### src/rtl/pipeline_stall_ctrl.sv
// rtl/pipeline_stall_ctrl.sv - pipeline write-enable/flush/bubble control with HLT drain FSM
// Optional performance counters: define STALL_PERF_CNT_EN.
module pipeline_stall_ctrl #(
  parameter int DRAIN_CYCLES = 3,
  parameter int CNT_W        = 16
) (
  input  logic             clk,
  input  logic             rst_n,
  input  logic             stall_en,
  input  logic             branch_taken,
  input  logic             dec_halt,
  input  logic             imem_busy,
  input  logic             dmem_busy,
  output logic             pc_we,
  output logic             if_id_we,
  output logic             if_id_flush,
  output logic             id_ex_we,
  output logic             id_ex_bubble,
  output logic             ex_mem_we,
  output logic             mem_wb_we,
  output logic             halted,
  output logic [CNT_W-1:0] lu_stall_cnt,
  output logic [CNT_W-1:0] mem_stall_cnt
);

  localparam int DW = (DRAIN_CYCLES > 1) ? $clog2(DRAIN_CYCLES) : 1;

  typedef enum logic [1:0] {
    S_RUN    = 2'd0,
    S_DRAIN  = 2'd1,
    S_HALTED = 2'd2
  } state_t;

  state_t        r_state;
  logic [DW-1:0] r_drain_cnt;

  // HLT only leaves ID when neither a memory freeze nor a load-use stall holds it back.
  always_ff @(posedge clk or negedge rst_n) begin
    if (!rst_n) begin
      r_state     <= S_RUN;
      r_drain_cnt <= '0;
    end else begin
      case (r_state)
        S_RUN: begin
          if (!dmem_busy && !stall_en && dec_halt) begin
            r_state     <= S_DRAIN;
            r_drain_cnt <= DW'(DRAIN_CYCLES - 1);
          end
        end
        S_DRAIN: begin
          if (!dmem_busy) begin
            if (r_drain_cnt == '0) begin
              r_state <= S_HALTED;
            end else begin
              r_drain_cnt <= r_drain_cnt - 1'b1;
            end
          end
        end
        S_HALTED: begin
          r_state <= S_HALTED;
        end
        default: begin
          r_state <= S_RUN;
        end
      endcase
    end
  end

  always_comb begin
    pc_we        = 1'b0;
    if_id_we     = 1'b0;
    if_id_flush  = 1'b0;
    id_ex_we     = 1'b0;
    id_ex_bubble = 1'b0;
    ex_mem_we    = 1'b0;
    mem_wb_we    = 1'b0;
    halted       = 1'b0;
    if (rst_n) begin
      case (r_state)
        S_RUN: begin
          if (dmem_busy) begin
            pc_we = 1'b0;
          end else if (stall_en) begin
            id_ex_we     = 1'b1;
            id_ex_bubble = 1'b1;
            ex_mem_we    = 1'b1;
            mem_wb_we    = 1'b1;
          end else if (dec_halt) begin
            id_ex_we  = 1'b1;
            ex_mem_we = 1'b1;
            mem_wb_we = 1'b1;
          end else if (branch_taken) begin
            // The redirect wins over a pending fetch, so the PC still loads.
            pc_we       = 1'b1;
            if_id_we    = 1'b1;
            if_id_flush = 1'b1;
            id_ex_we    = 1'b1;
            ex_mem_we   = 1'b1;
            mem_wb_we   = 1'b1;
          end else if (imem_busy) begin
            if_id_we    = 1'b1;
            if_id_flush = 1'b1;
            id_ex_we    = 1'b1;
            ex_mem_we   = 1'b1;
            mem_wb_we   = 1'b1;
          end else begin
            pc_we     = 1'b1;
            if_id_we  = 1'b1;
            id_ex_we  = 1'b1;
            ex_mem_we = 1'b1;
            mem_wb_we = 1'b1;
          end
        end
        S_DRAIN: begin
          if (!dmem_busy) begin
            id_ex_we     = 1'b1;
            id_ex_bubble = 1'b1;
            ex_mem_we    = 1'b1;
            mem_wb_we    = 1'b1;
          end
        end
        S_HALTED: begin
          halted = 1'b1;
        end
        default: begin
          halted = 1'b0;
        end
      endcase
    end
  end

`ifdef STALL_PERF_CNT_EN
  logic [CNT_W-1:0] r_lu_cnt;
  logic [CNT_W-1:0] r_mem_cnt;

  always_ff @(posedge clk or negedge rst_n) begin
    if (!rst_n) begin
      r_lu_cnt  <= '0;
      r_mem_cnt <= '0;
    end else begin
      if ((r_state == S_RUN) && stall_en && !dmem_busy && (r_lu_cnt != '1)) begin
        r_lu_cnt <= r_lu_cnt + 1'b1;
      end
      if ((r_state != S_HALTED) && dmem_busy && (r_mem_cnt != '1)) begin
        r_mem_cnt <= r_mem_cnt + 1'b1;
      end
    end
  end

  assign lu_stall_cnt  = r_lu_cnt;
  assign mem_stall_cnt = r_mem_cnt;
`else
  assign lu_stall_cnt  = '0;
  assign mem_stall_cnt = '0;
`endif

endmodule

### config.mk
export PLATFORM = sky130hd
export DESIGN_NAME = pipeline_stall_ctrl
export DESIGN_NICKNAME = d
export VERILOG_FILES = /design/src/rtl/pipeline_stall_ctrl.sv
export SDC_FILE = /design/constraint.sdc
export NUM_CORES = 1
export LEC_CHECK = 0
export ABC_AREA = 1
export BUFFER_PORTS_ARGS = -buffer_cell sky130_fd_sc_hd__buf_2
export CORE_MARGIN = 4
export CORE_UTILIZATION = 41
export DETAILED_ROUTE_END_ITERATION = 16
export PLACE_DENSITY = 0.84
export SYNTH_ARGS = -nofsm -noshare
export SYNTH_HDL_FRONTEND = slang
export SYNTH_SLANG_ARGS = --single-unit
### constraint.sdc
create_clock -name clk -period 2.7 [get_ports clk]
set_input_delay 0.135 -clock clk [delete_from_list [all_inputs] [get_ports clk]]
set_output_delay 0.135 -clock clk [all_outputs]
set_load 0.1 [all_outputs]
# After elaboration in Yosys (flattened, before gate mapping)
# Index checks and enable logic that the tools add are counted.
[word_totals]
ff_bits = 4
latch_bits = 0
ram_bits = 0
romBits = 0
inputBits = 7
out_inout_bits = 40
wordCells = 55
mem_count = 0
[op_classes]
add_sub_neg = 1
mul = 0
n_div = 0
n_lt_le_gt_ge = 0
n_eq_ne = 6
shifts = 0
n_mux = 36
n_bitwise = 0
n_reduce_logical = 10
[ops]
columns = ["cell", "n"]
rows = [
  ["1-bit two-way mux", 27],
  ["2-bit two-way mux", 6],
  ["2-bit inequality test, second input constant", 4],
  ["2-bit one-hot mux with 3 select lines", 1],
  ["2-bit zero test", 2],
  ["2-bit one-hot mux with 2 select lines", 1],
  ["4-bit AND reduction", 1],
  ["3-bit AND reduction", 1],
  ["2-bit by 1-bit == test with 1-bit output, second input constant", 1],
  ["2-bit == test, second input constant", 1],
  ["1-bit logical AND", 2],
  ["1-bit zero test", 2],
  ["1-bit one-hot mux with 2 select lines", 1],
  ["2-bit nonzero test", 1],
  ["2-bit OR reduction", 1],
  ["2-bit by 1-bit subtractor with 2-bit output, second input constant", 1],
]

# Longest topological paths before layout
[logic_depth]
ltp_word = 7
depth_mapped = 8
mapped_depth_nobuf = 8

# Least setup slack after synthesis
# OpenSTA, ideal clock, no wires.
[synth_timing]
kind = "register -> output"
from = "register r_state[1]"
to = "output port pc_we"
arrival_time_ns = 2.378
t_required_ns = 2.565
setup_slack_ns = 0.187
stages_incl_launch_ff = 7
n_path_buf = 0
cell_sequence = "dfrtp_1 -> inv_1 -> ha_1 -> inv_1 -> nor2_1 -> nand3_1 -> a21oi_1"
[synth_via]
elab_chain_cells = 3
[synth_rtl]
columns = ["element", "line_no", "rtl"]
rows = [
  ["start: declaration", "34", "state_t r_state;"],
  ["start signal: assignment", "40", "r_state <= S_RUN;"],
  ["start signal: assignment", "46", "r_state <= S_DRAIN;"],
  ["start signal: assignment", "53", "r_state <= S_HALTED;"],
  ["2-bit zero test", "79", "case (r_state)"],
  ["1-bit two-way mux", "79", ""],
  ["1-bit two-way mux", "78", "if (rst_n) begin"],
  ["end: declaration", "14", "output logic pc_we,"],
]
# Every way passes these cells.

# Final worst setup path
# Same ends and word-level chain as after synthesis.

==> results.sh <==
export IMPL_wl_um=964
export IMPL_num_nets_final=115
export IMPL_syn_instance_count=87
export IMPL_seq_area_frac_synth_pct=16.8
export IMPL_placed_cells=113
export IMPL_drc=0
export IMPL_critPathArrivalTime_ns=1.78
export IMPL_crit_fanout=5
export IMPL_die_h_um=46.1
export IMPL_first_pass_iters=3
export IMPL_cts_max_level=1
export IMPL_postCtsResizedCells=0
export IMPL_cellPowerDensity_nw_per_um2=1270
export IMPL_start_util_pct=44.7
export IMPL_wire_per_inst_um=8.24
export IMPL_postRouteAntennaNets=0
export IMPL_fin_crit_ns=1.91
export IMPL_fillCellCount=144
export IMPL_cp_slowest_stage_delay_ns=0.44
export IMPL_cts_tree="yes"
export IMPL_setup_viol=0
export IMPL_antenna_found_initial=0
export IMPL_syn_mean_instance_area_um2=6.85
export IMPL_grt_pass1_wl_mm=1.33
export IMPL_die_area_um2=2130
export IMPL_critPathMostFrequentCell="inv_1"
export IMPL_ir_drop_v=0.000415
export IMPL_path_delay_family="buffers and inverters"
export IMPL_ys_ff_latch=4
export IMPL_fin_skew_ns=0.00103
export IMPL_clock_sinks=4
export IMPL_end_kind="output port"
export IMPL_post_cts_buffers=0
export IMPL_core_area_um2=1330
export IMPL_crit_slowest_cell="buf_2"
export IMPL_clk_latency_ns=0.23
export IMPL_crit_chain="inv_1 > ha_1 > inv_1 > nor2_1 > nand3_1 > a21oi_1 > buf_2"
export IMPL_hold_path_class="input pin to async pin"
export IMPL_setup_worst_path_class="register to output port"
export IMPL_grt_overflow_total=0
export IMPL_drive_gt1_share_pct=18.6
export IMPL_num_rows=13
export IMPL_path_clk_slew_ns=0.04
export IMPL_area_growth_pct=-2.94
export IMPL_hpwl_um=870
export IMPL_instances_no_fill=117
export IMPL_period_share_pct=70.8
export IMPL_num_vias=456
export IMPL_worst_path_buf_inv=3
export IMPL_die_x_um=46.1
export IMPL_cts_root_buffer="clkbuf_4"
export IMPL_yosysWarnings=0
export IMPL_final_cell_mix="32 x conb_1, 17 x nand2_1, 14 x buf_2, 11 x inv_1, 5 x nor2_1"
export IMPL_port_buffers=14
export IMPL_grt_max_degree=8
export IMPL_cts_buffers=3
export IMPL_drt_iter0_drc=6
export IMPL_place_congestion=0.763
export IMPL_mappedNetlistArea_um2=596
export IMPL_worstSetupStartpointType="register"
export IMPL_postCtsHoldBufs=1
export IMPL_required_ns=2.57
export IMPL_first_global_vias=362
export IMPL_drv_cap=0
export IMPL_grt_usage_pct=8.92
export IMPL_io_pins=47
export IMPL_ys_types=12
export IMPL_drv_slew=0
export IMPL_setup_tns_ns=0
export IMPL_vias_per_cell=3.90
export IMPL_rsz0062_at_grt="no"
export IMPL_finalHoldViolCount=0
export IMPL_p_leak_nw=0.401
export IMPL_diodes=0
export IMPL_layout_commonest_cell="conb_1"
export IMPL_fmax_mhz=523
export IMPL_cts_buffer_depth=2
export IMPL_status="finished, final reports clean"
export IMPL_hold_ws_ns=0.252
## area by class of cell
type	instances	area, um2	area share, %
Clock buffer	3	22.5	3.90
Inverter	11	41.3	7.14
Multi-Input combinational cell	69	315	54.5
Sequential cell	4	100	17.3
Tap cell	15	18.8	3.25
Timing Repair Buffer	15	80.1	13.9
## stage by stage
step / utilization, % / setup WS [ns] / power [W] / area [um2]
floorplan: - / 0.187 / 0.000640 / 712
CTS: 43.3 / 0.766 / 0.000737 / 578
finish: 43.3 / 0.790 / 0.000732 / 578
global placement: 40.9 / 1.05 / 0.000645 / 546
global route: 43.3 / 0.634 / 0.000791 / 578
detailed placement: 40.9 / 1.02 / 0.000660 / 546
## metal layers
metal,wire (um),up-vias,track usage (%)
met5,0,-,0
met4,15,0,8.52
met3,170,2,1.56
met2,451,32,14.0
met1,327,193,9.91
li1,-,229,-
## logic make-up after synthesis
logic type / Yosys count / share of synthesized area (%)
buffers and inverters: 45 / 49.8
and+or+nand+nor: 31 / 22.7
adders and majority gates: 4 / 8.40
DFF: 4 / 16.8
AOI/OAI and AO/OA: 2 / 1.68
other: 1 / 0.630
## power breakdown
group          total (W)  switching (W)  internal (W)  leakage (nW)
clock          0.0000713      0.0000217     0.0000495        0.0138
combinational   0.000552       0.000457     0.0000949         0.338
sequential      0.000109      0.0000195     0.0000897        0.0496
total           0.000732       0.000498      0.000234         0.401
## sequential cells by signal (all words and copies together) (netlist names)
name / cells
r_drain_cnt: 2
r_state: 2
## worst paths after layout
check | from | to | slack [ns] | cells after the start
max | r_state[1] | pc_we | 0.79 | 7
min reg2reg | r_drain_cnt[1] | r_drain_cnt[1] | 0.47 | 2
max in group asynchronous | rst_n | r_state[0] | 2.30 | 2
min in group clk | dec_halt | r_state[0] | 0.35 | 5
min | rst_n | r_drain_cnt[1] | 0.25 | 2
max reg2reg | r_state[1] | r_drain_cnt[0] | 1.38 | 7
## Yosys cell counts, drive strengths merged
master | count | area (um2)
nand3 | 3 | 15.0
inv | 11 | 41.3
buf | 34 | 255
nor2 | 6 | 25.0
dfrtp | 4 | 100
ha | 4 | 50.1
nand2 | 18 | 70.1
conb | 1 | 3.75
nand4 | 4 | 25.0
a21oi | 2 | 10.0
No activity file was read; power rests on OpenSTA's default activity.
